<file path="src/rtl/uart_tx_buffered_pkg.sv">
`default_nettype none
// ============================================================================
//  Module      : uart_tx_buffered_pkg
//  Description : Shared constants for the buffered 8N1 UART transmitter:
//                FSM state encodings and the frame data width.
//  Revision    : 1.0 - initial release
// ============================================================================
package uart_tx_buffered_pkg;

    // Number of payload bits per frame (8N1)
    localparam int unsigned c_UART_DATA_BITS = 8;

    // Transmitter FSM state encodings
    localparam logic [1:0] c_UART_IDLE  = 2'd0;
    localparam logic [1:0] c_UART_START = 2'd1;
    localparam logic [1:0] c_UART_DATA  = 2'd2;
    localparam logic [1:0] c_UART_STOP  = 2'd3;

endpackage
`default_nettype wire

</file>
<file path="src/rtl/uart_tx_buffered_sync_fifo.sv">
`default_nettype none
// ============================================================================
//  Module      : sync_fifo
//  Description : Single-clock FIFO with val/rdy on both sides and an
//                occupancy count. Pointers wrap naturally (DEPTH is a power
//                of two); count saturates at DEPTH, which is "full".
//  Revision    : 1.0 - initial release
// ============================================================================
module sync_fifo #(
    parameter int WIDTH = 8,
    parameter int DEPTH = 8
) (
    input  logic                     clk,
    input  logic                     reset,
    input  logic                     enq_val,
    output logic                     enq_rdy,
    input  logic [WIDTH-1:0]         enq_msg,
    output logic                     deq_val,
    input  logic                     deq_rdy,
    output logic [WIDTH-1:0]         deq_msg,
    output logic [$clog2(DEPTH):0]   count
);

    localparam int              c_PW   = $clog2(DEPTH);
    localparam logic [c_PW:0]   c_FULL = (c_PW + 1)'(DEPTH);

    logic [WIDTH-1:0] r_mem [DEPTH];
    logic [c_PW-1:0]  r_wr_ptr;
    logic [c_PW-1:0]  r_rd_ptr;
    logic [c_PW:0]    r_count;
    logic             w_enq;
    logic             w_deq;

    assign enq_rdy = (r_count != c_FULL);
    assign deq_val = (r_count != '0);
    assign deq_msg = r_mem[r_rd_ptr];
    assign count   = r_count;
    assign w_enq   = enq_val && enq_rdy;
    assign w_deq   = deq_val && deq_rdy;

    // Storage write; contents need no reset since count gates every read
    always_ff @(posedge clk) begin
        if (w_enq) begin
            r_mem[r_wr_ptr] <= enq_msg;
        end
    end

    // Pointer and occupancy bookkeeping; a simultaneous push/pop keeps count
    always_ff @(posedge clk) begin
        if (reset) begin
            r_wr_ptr <= '0;
            r_rd_ptr <= '0;
            r_count  <= '0;
        end else begin
            if (w_enq) begin
                r_wr_ptr <= r_wr_ptr + c_PW'(1);
            end
            if (w_deq) begin
                r_rd_ptr <= r_rd_ptr + c_PW'(1);
            end
            case ({w_enq, w_deq})
                2'b10:   r_count <= r_count + (c_PW + 1)'(1);
                2'b01:   r_count <= r_count - (c_PW + 1)'(1);
                default: r_count <= r_count;
            endcase
        end
    end

endmodule
`default_nettype wire

</file>
<file path="src/rtl/uart_tx_buffered.sv">
`default_nettype none
// ============================================================================
//  Module      : uart_tx_buffered
//  Description : Buffered 8N1 UART transmitter. Bytes are accepted on a
//                val/rdy port into a FIFO and serialised LSB-first on tx.
//                A frame is 10*CLKS_PER_BIT cycles followed by one IDLE cycle.
//  Revision    : 1.0 - initial release
// ============================================================================
module uart_tx_buffered
    import uart_tx_buffered_pkg::*;
#(
    parameter int CLKS_PER_BIT = 4167,
    parameter int FIFO_DEPTH   = 8
) (
    input  logic                          clk,
    input  logic                          reset,
    input  logic                          in_val,
    output logic                          in_rdy,
    input  logic [7:0]                    in_msg,
    output logic                          tx,
    output logic                          busy,
    output logic [$clog2(FIFO_DEPTH):0]   count
);

    localparam int                c_TW         = $clog2(CLKS_PER_BIT);
    localparam logic [c_TW-1:0]   c_TIMER_LAST = c_TW'(CLKS_PER_BIT - 1);
    localparam logic [2:0]        c_LAST_BIT   = 3'(c_UART_DATA_BITS - 1);

    logic [1:0]                        r_state;
    logic [c_TW-1:0]                   r_timer;
    logic [2:0]                        r_bit_idx;
    logic [c_UART_DATA_BITS-1:0]       r_shift;
    logic                              r_tx;

    logic                              w_deq_val;
    logic                              w_deq_rdy;
    logic [7:0]                        w_deq_msg;
    logic [$clog2(FIFO_DEPTH):0]       w_count;
    logic                              w_bit_done;
    logic [c_UART_DATA_BITS-1:0]       w_shift_next;

    sync_fifo #(
        .WIDTH (8),
        .DEPTH (FIFO_DEPTH)
    ) u_fifo (
        .clk     (clk),
        .reset   (reset),
        .enq_val (in_val),
        .enq_rdy (in_rdy),
        .enq_msg (in_msg),
        .deq_val (w_deq_val),
        .deq_rdy (w_deq_rdy),
        .deq_msg (w_deq_msg),
        .count   (w_count)
    );

    // The FSM only pops while idle, so the pop and the start-bit edge coincide
    assign w_deq_rdy    = (r_state == c_UART_IDLE);
    assign w_bit_done   = (r_timer == c_TIMER_LAST);
    assign w_shift_next = {1'b0, r_shift[c_UART_DATA_BITS-1:1]};

    assign tx    = r_tx;
    assign count = w_count;
    assign busy  = (r_state != c_UART_IDLE) || (w_count != '0);

    // Frame sequencer: tx is registered, so each state drives the next bit level
    always_ff @(posedge clk) begin
        if (reset) begin
            r_state   <= c_UART_IDLE;
            r_timer   <= '0;
            r_bit_idx <= '0;
            r_shift   <= '0;
            r_tx      <= 1'b1;
        end else begin
            case (r_state)
                c_UART_IDLE: begin
                    r_tx <= 1'b1;
                    if (w_deq_val) begin
                        r_shift <= w_deq_msg;
                        r_timer <= '0;
                        r_state <= c_UART_START;
                        r_tx    <= 1'b0;
                    end
                end
                c_UART_START: begin
                    if (w_bit_done) begin
                        r_timer   <= '0;
                        r_bit_idx <= '0;
                        r_state   <= c_UART_DATA;
                        r_tx      <= r_shift[0];
                    end else begin
                        r_timer <= r_timer + c_TW'(1);
                    end
                end
                c_UART_DATA: begin
                    if (w_bit_done) begin
                        r_timer <= '0;
                        if (r_bit_idx == c_LAST_BIT) begin
                            r_state <= c_UART_STOP;
                            r_tx    <= 1'b1;
                        end else begin
                            r_bit_idx <= r_bit_idx + 3'd1;
                            r_shift   <= w_shift_next;
                            r_tx      <= w_shift_next[0];
                        end
                    end else begin
                        r_timer <= r_timer + c_TW'(1);
                    end
                end
                c_UART_STOP: begin
                    if (w_bit_done) begin
                        r_timer <= '0;
                        r_state <= c_UART_IDLE;
                        r_tx    <= 1'b1;
                    end else begin
                        r_timer <= r_timer + c_TW'(1);
                    end
                end
                default: begin
                    r_state <= c_UART_IDLE;
                    r_tx    <= 1'b1;
                end
            endcase
        end
    end

endmodule
`default_nettype wire

</file>
<file path="config.mk">
export PLATFORM = sky130hd
export DESIGN_NAME = uart_tx_buffered
export DESIGN_NICKNAME = d
export VERILOG_FILES = /design/src/rtl/uart_tx_buffered_pkg.sv /design/src/rtl/uart_tx_buffered_sync_fifo.sv /design/src/rtl/uart_tx_buffered.sv
export SDC_FILE = /design/constraint.sdc
export NUM_CORES = 1
export LEC_CHECK = 0
export ABC_CLOCK_PERIOD_IN_PS = 2200
export BUFFER_PORTS_ARGS = -buffer_cell sky130_fd_sc_hd__buf_2
export CORE_ASPECT_RATIO = 1.25
export CORE_MARGIN = 4
export CORE_UTILIZATION = 55
export DETAILED_ROUTE_END_ITERATION = 8
export PLACE_DENSITY = 0.75
export SLEW_MARGIN = 20
export SYNTH_ARGS = -nofsm -noshare
export SYNTH_HDL_FRONTEND = slang
export SYNTH_HIERARCHICAL = 1
export SYNTH_SLANG_ARGS = --single-unit
</file>
<file path="constraint.sdc">
create_clock -name clk -period 2.2 [get_ports clk]
set_input_delay 0.44 -clock clk [delete_from_list [all_inputs] [get_ports clk]]
set_output_delay 0.44 -clock clk [all_outputs]
set_load 0.005 [all_outputs]
</file>
==> metrics <==
cell count after synthesis=between 300 and 400; die area=10,400 sq um; die height=approximately 110 um; Num CTS Buffers=9; CP top delay family=simple AND/OR/NAND/NOR gates; worst r2r src=u_fifo/count[2]$_SDFFE_PP0P_; VDD IR max=approximately 660 uV; Hold EP=u_fifo/r_mem[0][5]$_DFFE_PP_; Max Freq=approximately 450 MHz; max-cap violation count=0; DR iter-0 viols=90; CTS tree=yes; Synth async-reset ratio=0%; Reg area=about 2700 sq um; CTS sink count=between 100 and 150; routability cong.=about 0.78; clk root buf=clkbuf_8; DRC viols=0; vias in the first global route=around 2,900; total length of routed met2 wires=~4700 um; post-synthesis mux area share=15.23%; Rows=38; die width=between 90 and 100 um; CP dominant cell by count=xor2_1; via count=~2,900; wire length per cell=between 15 and 20 um; status=finished, violations left; startpoint types=flop; largest family of logic cells by synthesized area=multiplexers; hold path cells=1; core area=approximately 8700 sq um; DRT Wirelength=8625 um; Lkg Pwr=approximately 2 nW; largest net degree at the start of global routing=41; Critical R2R Capture=u_fifo/count[2]$_SDFFE_PP0P_; layout cell share with drive strength beyond 1=approximately a quarter; # H-tree levels=3; R2R cell count=9; Initial Utilization=56.10%; number of buffers and inverters on the critical path=0; Final Cycle Share=100.9%; grt total ovfl=0; first-pass GRT wire length=between 10,000 and 15,000 um; Crit Path Max Fanout=4; Synth Warn #=6; Skew-Pair Late Insertion Delay=between 300 and 400 ps; FF+latch count, synth=around 100; Filler cells=654; CP required=2500 ps; final-stage net count=417; CP endpoint kind=flop; most common cell after layout, fill and taps aside=edfxtp_1; Worst-Margin Slew=932.2 ps; M1 WL=around 3500 um; Area Growth Syn to Fin=12.55%; CP max-delay cell=or4b_4; WHS=334.7 ps; failing checks=setup timing; Mapped Avg Cell Area=approximately 14 sq um; DR top layer=met4; unrepaired setup endpoints after global routing=true; CP max stage delay=about 590 ps; syn nets=roughly 380; setup TNS=-31.23 ps; CP cell instances=or4b_4, nand2_8, ha_4, xor2_1, ha_2, a21oi_2, xor2_1, or3_1, a21oi_1; Final Hold Vio Count=0; clock buffer depth=2; Synth cell types=64; max-slew violation count=0; GRT Overall Usage=a little under a fifth; met3 WL=~250 um; Finish-stage setup viols=2; CP Class=flop to flop; minimum clock period after layout=2220 ps; post-synthesis compound-gate area fraction=under 10%; area taken by multi-input logic gates=a little over 2000 sq um; vias per cell=around 5.6; worst reg2reg setup slack=-20 ps; Detail Route Antenna Nets=0; n_diodes=0; # IOs=18; clk slew on worst S/H paths=100 ps; Worst Hold Launch=in_msg[5]; final setup margin=-19.86 ps; number of I/O port buffers=17; Post-synth EDFFs=64; DP HPWL=slightly below 6000 um; Rel. slew slack=a little under two fifths; P per Cell Area=1108 nW/um^2; Post-Syn Area=~4900 sq um; cts hold-fix bufs=0; Seq/Total Area, Yosys=between 50% and 60%; initial antenna violation count=0; first drt pass iteration count=4; most frequent cells in the layout=edfxtp_1, dfxtp_1, buf_4, nor2_1, nand2_1; Post-Synth Adder-Cell Area=under 10%; Worst Skew=~8.6 ps; Post-Synth Simple-Gate Area=between 10% and 20%; crit path DAT=2520 ps; XOR/XNOR Fraction of Synth Area=roughly 1.6%; Synth Flop Type=edfxtp_1; HP Class=input pin to flop
## layer usage
metal	global-route usage, %	up-vias
li1	-	1432
met1	20.89	1424
met2	32.89	36
met3	3.723	11
met4	7.631	0
met5	0	-
## stage by stage
stage | cell area [sq um] | instances | total power, mW | utilization [%] | setup WS, ps
after floorplan | 4886 | 352 | 4.104 | - | -41.00
after global placement | 5205 | 499 | 4.685 | 60.15 | -26.15
after detailed placement | 5205 | 499 | 4.750 | 60.15 | -81.84
after CTS | 5451 | 517 | 6.099 | 63.00 | -25.83
after global routing | 5464 | 517 | 6.452 | 63.14 | -96.89
final | 5464 | 517 | 6.052 | 63.14 | -19.86
## flip-flops by register name, summed over array words and instances, names as in the netlist, named ones only
| signal | cells |
|---|---|
| tx | 1 |
| u_fifo/count | 4 |
| r_timer | 13 |
| r_state | 2 |
| r_shift | 8 |
| r_bit_idx | 3 |
| u_fifo/r_wr_ptr | 3 |
| u_fifo/r_rd_ptr | 3 |
| u_fifo/r_mem | 64 |
## cells in the mapped netlist (6+ instances only)
cell | instances | area (sq um)
a21oi_1 | 17 | 85.08
nand3_1 | 12 | 60.06
mux2_4 | 7 | 105.1
mux2_2 | 9 | 101.4
nor2_1 | 26 | 97.59
mux2i_1 | 12 | 120.1
nand2b_1 | 6 | 37.54
dfxtp_1 | 40 | 800.8
xor2_1 | 9 | 78.83
nor2b_1 | 8 | 50.05
ha_1 | 14 | 175.2
mux4_1 | 14 | 367.9
nand2_1 | 23 | 86.33
edfxtp_1 | 64 | 1922
## area by class of cell
| type | count | share of cell area, % |
|---|---|---|
| clock inverters | 6 | 1.649 |
| well taps | 120 | 2.748 |
| repair buffers | 46 | 6.000 |
| multi-input cells | 226 | 36.96 |
| clock buffers | 10 | 2.336 |
| flip-flops and latches | 104 | 49.97 |
| inverters | 5 | 0.3435 |
## timing repair
action	4_1_cts	5_1_grt
gates resized for setup	4	3
buffers inserted	2	0
pin swaps	2	7
endpoints found under the setup margin	2	3
## where the power goes
group	internal, mW	total, mW	switching [mW]	leakage (nW)
registers	2.31	2.45	0.139	0.909
logic	1.22	2.31	1.10	0.953
clock network	0.648	1.29	0.642	0.109
## cell families after synthesis
family,count (synthesis)
flops,104
buf+inv,22
compound gates,43
simple gates,116
fa+ha+maj,14
mux,44
xor+xnor,9
## worst max path at each step
| stage | startpoint | endpoint | slack [ps] | cells past startpoint |
|---|---|---|---|---|
| 2_1_floorplan | u_fifo/count[3]$_SDFFE_PP0P_ | u_fifo/count[3]$_SDFFE_PP0P_ | -40 | 8 |
| 3_3_place_gp | u_fifo/count[3]$_SDFFE_PP0P_ | u_fifo/count[3]$_SDFFE_PP0P_ | -30 | 8 |
| 3_5_place_dp | u_fifo/count[1]$_SDFFE_PP0P_ | u_fifo/count[2]$_SDFFE_PP0P_ | -80 | 9 |
| 4_1_cts | u_fifo/count[1]$_SDFFE_PP0P_ | u_fifo/count[3]$_SDFFE_PP0P_ | -30 | 8 |
| 5_1_grt | u_fifo/count[2]$_SDFFE_PP0P_ | u_fifo/count[2]$_SDFFE_PP0P_ | -100 | 9 |
| 6_report | u_fifo/count[2]$_SDFFE_PP0P_ | u_fifo/count[2]$_SDFFE_PP0P_ | -20 | 9 |
Power figures use the tool's default switching activity.
